File: src/rtl/matmul_sched_pkg.sv
// Shared types and helpers for the matmul engine scheduler.
// MATMUL_SCHED_TIMEOUT_EN adds the ABORT state used by the watchdog.
package matmul_sched_pkg;

   localparam int NUM_REQ_DEF = 4;
   localparam int SEL_W       = $clog2(NUM_REQ_DEF);

`ifdef MATMUL_SCHED_TIMEOUT_EN
   typedef enum logic [2:0] {
      S_IDLE,
      S_START,
      S_RUN,
      S_FINISH,
      S_ABORT
   } sched_state_t;
`else
   typedef enum logic [1:0] {
      S_IDLE,
      S_START,
      S_RUN,
      S_FINISH
   } sched_state_t;
`endif

   function automatic logic [31:0] onehot2bin(input logic [31:0] i_oh);
      logic [31:0] v_bin;
      logic [31:0] v_tmp;
      v_bin = '0;
      for (int i = 0; i < 32; i++) begin
         v_tmp = i_oh >> i;
         if (v_tmp[0]) begin
            v_bin = v_bin | 32'(i);
         end
      end
      return v_bin;
   endfunction

endpackage

File: src/rtl/matmul_sched_rr_arbiter.sv
// Combinational round-robin pick: first set request at or after i_ptr.
// Rotate right by ptr, isolate the lowest set bit, rotate back.
module matmul_sched_rr_arbiter
   import matmul_sched_pkg::*;
#(
   parameter int NUM_REQ = 4,
   parameter int PTR_W   = $clog2(NUM_REQ)
) (
   input  logic [NUM_REQ-1:0] i_req,
   input  logic [PTR_W-1:0]   i_ptr,
   output logic [NUM_REQ-1:0] o_gnt,
   output logic               o_valid
);

   logic [NUM_REQ-1:0] w_rot;
   logic [NUM_REQ-1:0] w_first;

   assign w_rot   = NUM_REQ'({i_req, i_req} >> i_ptr);
   assign w_first = w_rot & (~w_rot + NUM_REQ'(1));
   assign o_gnt   = NUM_REQ'({w_first, w_first} >> (NUM_REQ - int'(i_ptr)));
   assign o_valid = |i_req;

endmodule

File: src/rtl/matmul_sched.sv
// Round-robin scheduler sharing one matmul engine among NUM_REQ requesters.
// Define MATMUL_SCHED_TIMEOUT_EN to enable the RUN watchdog and ABORT path.
module matmul_sched
   import matmul_sched_pkg::*;
#(
   parameter int NUM_REQ        = NUM_REQ_DEF,
   parameter int TIMEOUT_CYCLES = 2**24
) (
   input  logic                       i_clock,
   input  logic                       i_reset,
   input  logic [NUM_REQ-1:0]         i_req,
   output logic [NUM_REQ-1:0]         o_grant,
   output logic [NUM_REQ-1:0]         o_job_done,
   output logic [NUM_REQ-1:0]         o_job_err,
   output logic [$clog2(NUM_REQ)-1:0] o_mem_sel,
   output logic                       o_busy,
   output logic                       o_mm_start,
   input  logic                       i_mm_done,
   output logic                       o_mm_reset
);

   localparam int SB = $clog2(NUM_REQ);

   if (NUM_REQ < 2 || TIMEOUT_CYCLES < 2) begin : g_bad_cfg
      $error("matmul_sched: NUM_REQ and TIMEOUT_CYCLES must be >= 2");
   end

   sched_state_t       r_state;
   logic [NUM_REQ-1:0] r_grant;
   logic [NUM_REQ-1:0] r_done;
   logic [SB-1:0]      r_sel;
   logic [SB-1:0]      r_ptr;
   logic               r_busy;
   logic               r_start;
   logic               r_mm_reset;

   logic [NUM_REQ-1:0] w_win;
   logic               w_win_vld;
   logic [SB-1:0]      w_win_sel;
   logic [SB-1:0]      w_ptr_nxt;
   logic               w_done_ok;

   matmul_sched_rr_arbiter #(
      .NUM_REQ (NUM_REQ),
      .PTR_W   (SB)
   ) u_arb (
      .i_req   (i_req),
      .i_ptr   (r_ptr),
      .o_gnt   (w_win),
      .o_valid (w_win_vld)
   );

   assign w_win_sel = SB'(onehot2bin(32'(w_win)));
   assign w_ptr_nxt = (r_sel == SB'(NUM_REQ - 1)) ? '0 : r_sel + SB'(1);
   // done is still stale while the start pulse is on the wire
   assign w_done_ok = i_mm_done & ~r_start;

`ifdef MATMUL_SCHED_TIMEOUT_EN
   localparam int WD_W = $clog2(TIMEOUT_CYCLES);

   logic [WD_W-1:0]    r_wdog;
   logic               r_ab_last;
   logic [NUM_REQ-1:0] r_err;

   always_ff @(posedge i_clock) begin
      if (i_reset) begin
         r_state    <= S_IDLE;
         r_grant    <= '0;
         r_done     <= '0;
         r_err      <= '0;
         r_sel      <= '0;
         r_ptr      <= '0;
         r_busy     <= 1'b0;
         r_start    <= 1'b0;
         r_mm_reset <= 1'b1;
         r_wdog     <= '0;
         r_ab_last  <= 1'b0;
      end else begin
         r_start    <= 1'b0;
         r_done     <= '0;
         r_err      <= '0;
         r_mm_reset <= 1'b0;
         unique case (r_state)
            S_IDLE: begin
               if (w_win_vld) begin
                  r_grant <= w_win;
                  r_sel   <= w_win_sel;
                  r_busy  <= 1'b1;
                  r_state <= S_START;
               end
            end
            S_START: begin
               r_start <= 1'b1;
               r_wdog  <= '0;
               r_state <= S_RUN;
            end
            S_RUN: begin
               if (w_done_ok) begin
                  r_done  <= r_grant;
                  r_grant <= '0;
                  r_sel   <= '0;
                  r_ptr   <= w_ptr_nxt;
                  r_state <= S_FINISH;
               end else if (r_wdog == WD_W'(TIMEOUT_CYCLES - 1)) begin
                  r_mm_reset <= 1'b1;
                  r_ab_last  <= 1'b0;
                  r_state    <= S_ABORT;
               end else begin
                  r_wdog <= r_wdog + WD_W'(1);
               end
            end
            S_FINISH: begin
               r_busy  <= 1'b0;
               r_state <= S_IDLE;
            end
            S_ABORT: begin
               if (!r_ab_last) begin
                  r_mm_reset <= 1'b1;
                  r_ab_last  <= 1'b1;
                  r_err      <= r_grant;
                  r_grant    <= '0;
                  r_sel      <= '0;
                  r_ptr      <= w_ptr_nxt;
               end else begin
                  r_busy  <= 1'b0;
                  r_state <= S_IDLE;
               end
            end
            default: r_state <= S_IDLE;
         endcase
      end
   end

   assign o_job_err = r_err;
`else
   always_ff @(posedge i_clock) begin
      if (i_reset) begin
         r_state    <= S_IDLE;
         r_grant    <= '0;
         r_done     <= '0;
         r_sel      <= '0;
         r_ptr      <= '0;
         r_busy     <= 1'b0;
         r_start    <= 1'b0;
         r_mm_reset <= 1'b1;
      end else begin
         r_start    <= 1'b0;
         r_done     <= '0;
         r_mm_reset <= 1'b0;
         unique case (r_state)
            S_IDLE: begin
               if (w_win_vld) begin
                  r_grant <= w_win;
                  r_sel   <= w_win_sel;
                  r_busy  <= 1'b1;
                  r_state <= S_START;
               end
            end
            S_START: begin
               r_start <= 1'b1;
               r_state <= S_RUN;
            end
            S_RUN: begin
               if (w_done_ok) begin
                  r_done  <= r_grant;
                  r_grant <= '0;
                  r_sel   <= '0;
                  r_ptr   <= w_ptr_nxt;
                  r_state <= S_FINISH;
               end
            end
            S_FINISH: begin
               r_busy  <= 1'b0;
               r_state <= S_IDLE;
            end
            default: r_state <= S_IDLE;
         endcase
      end
   end

   assign o_job_err = '0;
`endif

   assign o_grant    = r_grant;
   assign o_job_done = r_done;
   assign o_mem_sel  = r_sel;
   assign o_busy     = r_busy;
   assign o_mm_start = r_start;
   assign o_mm_reset = r_mm_reset;

endmodule

File: config.mk
export PLATFORM = sky130hd
export DESIGN_NAME = matmul_sched
export DESIGN_NICKNAME = d
export VERILOG_FILES = /design/src/rtl/matmul_sched_pkg.sv /design/src/rtl/matmul_sched_rr_arbiter.sv /design/src/rtl/matmul_sched.sv
export SDC_FILE = /design/constraint.sdc
export NUM_CORES = 1
export LEC_CHECK = 0
export ABC_CLOCK_PERIOD_IN_PS = 1700
export CAP_MARGIN = 10
export CORE_AREA = 2 2 40 70
export CTS_CLUSTER_SIZE = 12
export DETAILED_ROUTE_END_ITERATION = 16
export DIE_AREA = 0 0 42 72
export MAX_ROUTING_LAYER = met4
export PLACE_DENSITY = 0.79
export REMOVE_ABC_BUFFERS = 1
export SLEW_MARGIN = 20
export SYNTH_ARGS = -nofsm -noshare
export SYNTH_HDL_FRONTEND = slang
export SYNTH_SLANG_ARGS = --single-unit
File: constraint.sdc
create_clock -name i_clock -period 1.7 [get_ports i_clock]
set_input_delay 0.51 -clock i_clock [delete_from_list [all_inputs] [get_ports i_clock]]
set_output_delay 0.51 -clock i_clock [all_outputs]
set_load 0.02 [all_outputs]
; ---- Yosys cells after proc, flatten, opt, wreduce, memory -nomap -nowiden
; Index checks and enable logic that the tools add are counted.
[op_classes]
n_addsub = 3
shifts = 2
reduce_logical = 9
n_bitwise = 6
n_eq_ne = 6
muxes = 17
[op_table]
columns = op, n
row1 = >> shifter 8 x 32 -> 4 bit, 1
row2 = two-way mux 2 bit, 7
row3 = two-way mux 4 bit, 2
row4 = one-hot mux 2 bit (4 select lines), 1
row5 = one-hot mux 4 bit (2 select lines), 1
row6 = >> shifter 8 x 2 -> 4 bit, 1
row7 = "equality test 2 bit, second input constant", 3
row8 = AND reduction 2 bit, 3
row9 = "adder 4 x 1 -> 4 bit, second input constant", 1
row10 = bitwise AND 4 bit, 1
row11 = two-way mux 1 bit, 4
row12 = NOT 4 bit, 1
row13 = one-hot mux 2 bit (2 select lines), 1
row14 = nonzero test 2 bit, 2
row15 = OR reduction 4 bit, 1
row16 = "subtractor 3 x 2 -> 4 bit, first input constant", 1
row17 = NOT 1 bit, 3
row18 = AND reduction 3 bit, 1
row19 = OR reduction 3 bit, 1
row20 = "adder 2 x 1 -> 2 bit, second input constant", 1
row21 = "equality test 2 x 1 -> 1 bit, second input constant", 1
row22 = logical NOT 2 bit, 1
row23 = "!= test 2 x 1 -> 1 bit, second input constant", 1
row24 = "!= test 2 bit, second input constant", 1
row25 = 2 further kinds, 2
[word_totals]
regBits = 17
input_bits = 7
output_inout_bits = 17

; ---- Logic depth before layout (Yosys ltp)
[depth]
ltp_word = 10
depth_mapped = 6
depth_no_buf = 6

; ---- Hierarchy
; From an unflattened synthesis, not the netlist that was laid out.
[hier_totals]
hier_cells = 110
area_unflattened_um2 = 1052.3
[by_module_without_submodules]
columns = module, n_inst, seq_area_each_um2, cells_each, area_each_um2
row1 = matmul_sched, 1, 340.3, 81, 822.0
row2 = matmul_sched_rr_arbiter, 1, 0.0, 29, 230.2

; ---- Worst setup path before layout
; No wires, ideal clock.
[synth_timing]
path_kind = input-to-reg
startpoint = input i_req[1]
endpoint = register r_sel[1] (netlist: o_mem_sel[1])
cell_stages = 6
t_arrival_ns = 1.586
required_ns = 1.568
slack_ns = -0.018
path_buffers = 1
path_cell_list = buf_6 -> nor4_2 -> nor3b_1 -> and2b_1 -> a221oi_2 -> a31oi_1
[synth_between]
elab_chain_len = 9
elab_cells_between_ends = 12
[synth_rtl]
columns = item, line
row1 = from (decl), matmul_sched.sv:11  ; input logic [NUM_REQ-1:0] i_req,
row2 = >> shifter 8 x 2 -> 4 bit, matmul_sched_rr_arbiter.sv:18  ; assign w_rot = NUM_REQ'({i_req, i_req} >> i_ptr);
row3 = NOT 4 bit, matmul_sched_rr_arbiter.sv:19  ; assign w_first = w_rot & (~w_rot + NUM_REQ'(1));
row4 = adder 4 x 1 -> 4 bit, matmul_sched_rr_arbiter.sv:19
row5 = bitwise AND 4 bit, matmul_sched_rr_arbiter.sv:19
row6 = >> shifter 8 x 32 -> 4 bit, matmul_sched_rr_arbiter.sv:20  ; assign o_gnt = NUM_REQ'({w_first, w_first} >> (NUM_REQ - int'(i_ptr)));
row7 = two-way mux 2 bit (2 in a row), matmul_sched_pkg.sv:31  ; if (v_tmp[0]) begin
row8 = two-way mux 2 bit, matmul_sched.sv:152  ; if (w_win_vld) begin
row9 = one-hot mux 2 bit (2 select lines), matmul_sched.sv:150  ; unique case (r_state)
row10 = to (signal assigned), matmul_sched.sv:154  ; r_sel <= w_win_sel;
row11 = to (decl), matmul_sched.sv:31  ; logic [SB-1:0] r_sel;
; Parallel ways exist; a longest one is shown, timed or not. The select of a mux whose other input is x is not followed.
; A chain may end at the register's enable or synchronous reset.

; ---- Worst setup path in the final report
[layout_timing]
startpoint = register r_mm_reset (netlist: o_mm_reset)
endpoint = output o_mm_reset
[layout_rtl]
columns = item, line
row1 = from (decl), matmul_sched.sv:35  ; logic r_mm_reset;
row2 = from (signal assigned), matmul_sched.sv:145  ; r_mm_reset <= 1'b1;
row3 = from (signal assigned), matmul_sched.sv:149  ; r_mm_reset <= 1'b0;
row4 = to (decl), matmul_sched.sv:19  ; output logic o_mm_reset
; No word-level cell between the ends.

==> impl_metrics.csv <==
group,metric,value,unit
setup_path,r2r-end,"o_grant[3]",
place,place_ws,-0.570,ns
detailed_routing,topRoutingLayerUsed,"met4",
cells_and_area,area_growth,33.1,%
setup_path,reg2reg_slack,0.09,ns
cells_and_area,final_nets,155,
yosys,synth_adder_area_share,0.0867,
detailed_routing,drtIter0Drc,26,
clocking,cts_root_buf,"clkbuf_8",
setup_path,slowest_delay,0.59,ns
floorplan,initial_core_util,0.415,
yosys,ys_ff_latch,17,
power,p_total,1570,uW
setup_path,crit_chain,"clkdlybuf4s50_1",
sta,period_minus_slack,1.66,ns
cells_and_area,drive_gt1_frac,0.264,
setup_path,critPathArrivalTime,1.15,ns
clocking,postCtsSetupRepairBufs,0,
detailed_routing,viasPerCell,5.50,
cells_and_area,ff_latch_area,343,um^2
sta,final_max_slew_viol_count,0,
yosys,ys_top_cells_by_area,"dfxtp_1 (34%), ha_1 (8.7%), nor2_1 (4.8%)",
clocking,numCtsBuffers,3,
grt,antenna_found_initial,0,
yosys,ys_top_cells_by_count,"dfxtp_1 (17), nor2_1 (13), ha_1 (7)",
grt,first_global_vias,905,
setup_path,slowest_stage,"clkdlybuf4s50_1",
floorplan,row_count,24,
sta,worst_slack,0.0394,ns
clocking,clock_sinks,17,
setup_path,r2r_cells,6,
yosys,yosysTopAreaCell,"dfxtp_1",
yosys,synthDistinctLibCells,39,
power,power.density,1170,nW/um^2
yosys,synthArstFlopShare,0,
yosys,synth_compound_area_frac,0.145,
setup_path,worst_setup_path_end_kind,"primary output",
place,hpwlAfterDp,1690,um
cells_and_area,multi_input_area,623,um^2
sta,timing.fmax,602,MHz
grt,grt_overflow,0,
detailed_routing,ant_nets,0,
yosys,synth.avg_cell_area,9.26,um^2
power,p_leak,0.000635,uW
place,placed_cells,162,
sta,setup_viol,0,
clocking,cts_tree,"built",
detailed_routing,met1_length,791,um
clocking,cts.reportedPaths.clkPinSlew,0.07,ns
yosys,synth_xor_area_frac,0,
clocking,htreeDepth,1,
grt,track_usage,0.167,
detailed_routing,wl_per_cell,13.7,um
yosys,synthesis.area,1010,um^2
detailed_routing,num_vias,913,
detailed_routing,wl_met2,1280,um
floorplan,die_w,42,um
sta,period_share,0.977,
detailed_routing,drt-total-wl,2270,um
cells_and_area,fin_util,0.552,
floorplan,dieHeight,72,um
hold_path,hp-class,"reg -> reg",
yosys,synth_most_common_cell,"dfxtp_1",
clocking,cts.path.max_buffers,2,
yosys,seq_area_frac_synth,0.337,
sta,rsz0062_at_grt,"no",
setup_path,cp_num_buf_inv,1,
flow_run,maxCapViolations,0,
yosys,synth_ff_type,"dfxtp_1",
status,outcome,"finished, final reports clean",
yosys,syn_inst,109,
floorplan,core,2430,um^2
grt,grt_max_degree,11,
yosys,synthMuxAreaShare,0.0620,
detailed_routing,firstDrtPassIters,4,
cells_and_area,fillCellCount,220,
setup_path,path_max_fanout,1,
cells_and_area,stdcell_count,166,
setup_path,critPathKind,"reg -> out",
yosys,synth_top_family_by_area,"simple AND/OR/NAND/NOR gates",
place,port_buffers,19,
yosys,yosys.area_share.simple,0.266,
detailed_routing,drc,0,
setup_path,cp-startpoint,"o_mm_reset",
setup_path,crit_family,"buffers and inverters",
clocking,clkLatencyLatePin,0.25,ns
sta,fin_skew,0.00294,ns
setup_path,timing.critical_path.to,"o_mm_reset",
power,ir_drop,0.000657,V
setup_path,worstReg2RegStart,"r_state[0]",
setup_path,crit_required,1.19,ns
detailed_routing,wl_met3,94,um
floorplan,fp.dieArea,3020,um^2
setup_path,start_kind,"flop",
grt,grt_pass1_wl,3680,um
floorplan,pin_count,24,
sta,finalHoldViolations,0,
yosys,yosys_warnings,0,
setup_path,path_depth,1,
place,gp_congestion,0.857,
yosys,synth_edf_count,0,
cells_and_area,diodes,0,
yosys,synth.top_cell.area_share,0.337,
metal layers:
metal,up-vias,global-route usage
li1,440,-
met1,432,0.138
met2,33,0.316
met3,8,0.0224
met4,0,0.133
met5,-,-
power breakdown:
group,switching (uW),internal (uW)
combinational,403,335
sequential,60.4,475
clock,137,163
total,601,972
cell usage in the layout (no fill, tap or decap), drive strengths merged, types with 2 or more instances in the layout:
cell type and instances:
dfxtp 17, buf 16, nor2 13, dlygate4sd2 7, ha 7, a21oi 6
inv 5, nand2 5, clkbuf 5, and2 4, mux2i 4, conb 4
clkdlybuf4s50 4, dlymetal6s2s 4, nor3b 4, nor2b 3, a221oi 3, nand3b 2
nand2b 2, and2b 2, a31oi 2, nand3 2, o2bb2ai 2, o21ai 2
what timing repair did:
| item | 4_1_cts | 5_1_grt |
|---|---|---|
| hold buffers | 0 | 0 |
| pin swaps | 0 | 4 |
| endpoints found under the setup margin | 16 | 9 |
| resized for setup | 19 | 17 |
flip-flops by register name, indices dropped and copies added (netlist names):
register    count
o_job_done      4
o_mm_reset      1
o_grant         4
o_mm_start      1
o_mem_sel       2
r_ptr           2
r_state         2
o_busy          1
worst min-delay path by stage:
stage	from	to	slack (ns)	cells after the start
6_report	o_grant[1]	o_grant[1]	0.48	1
5_1_grt	o_grant[0]	o_grant[0]	0.50	1
4_1_cts	o_grant[0]	o_grant[0]	0.49	1
3_5_place_dp	o_grant[0]	o_grant[0]	0.47	1
3_3_place_gp	o_grant[3]	o_job_done[3]	0.46	1
2_1_floorplan	r_state[0]	r_state[0]	0.51	2
stage by stage:
stage / TNS (ns) / cell area, um^2 / hold slack (ns)
2_1_floorplan: 0 / 940 / 0.505
3_3_place_gp: -3.70 / 1270 / 0.464
3_5_place_dp: -4.05 / 1270 / 0.474
4_1_cts: 0 / 1330 / 0.486
5_1_grt: 0 / 1340 / 0.501
6_report: 0 / 1340 / 0.483
layout make-up:
type / count / share of cell area
Inverter: 5 / 0.0140
Clock buffer: 3 / 0.0307
Clock inverter: 1 / 0.00372
Timing Repair Buffer: 33 / 0.209
Tap cell: 26 / 0.0242
Multi-Input combinational cell: 81 / 0.464
Sequential cell: 17 / 0.255
cell families (layout without fill, tap and decap cells):
family                   Yosys count  count (layout)
other                              1               4
AO/OA/AOI/OAI                     20              20
buffers and inverters             14              42
multiplexers                       5               5
adder cells (fa/ha/maj)            7               7
AND/OR/NAND/NOR                   45              45
flip-flops                        17              17
(Power assumes the default switching activity.)
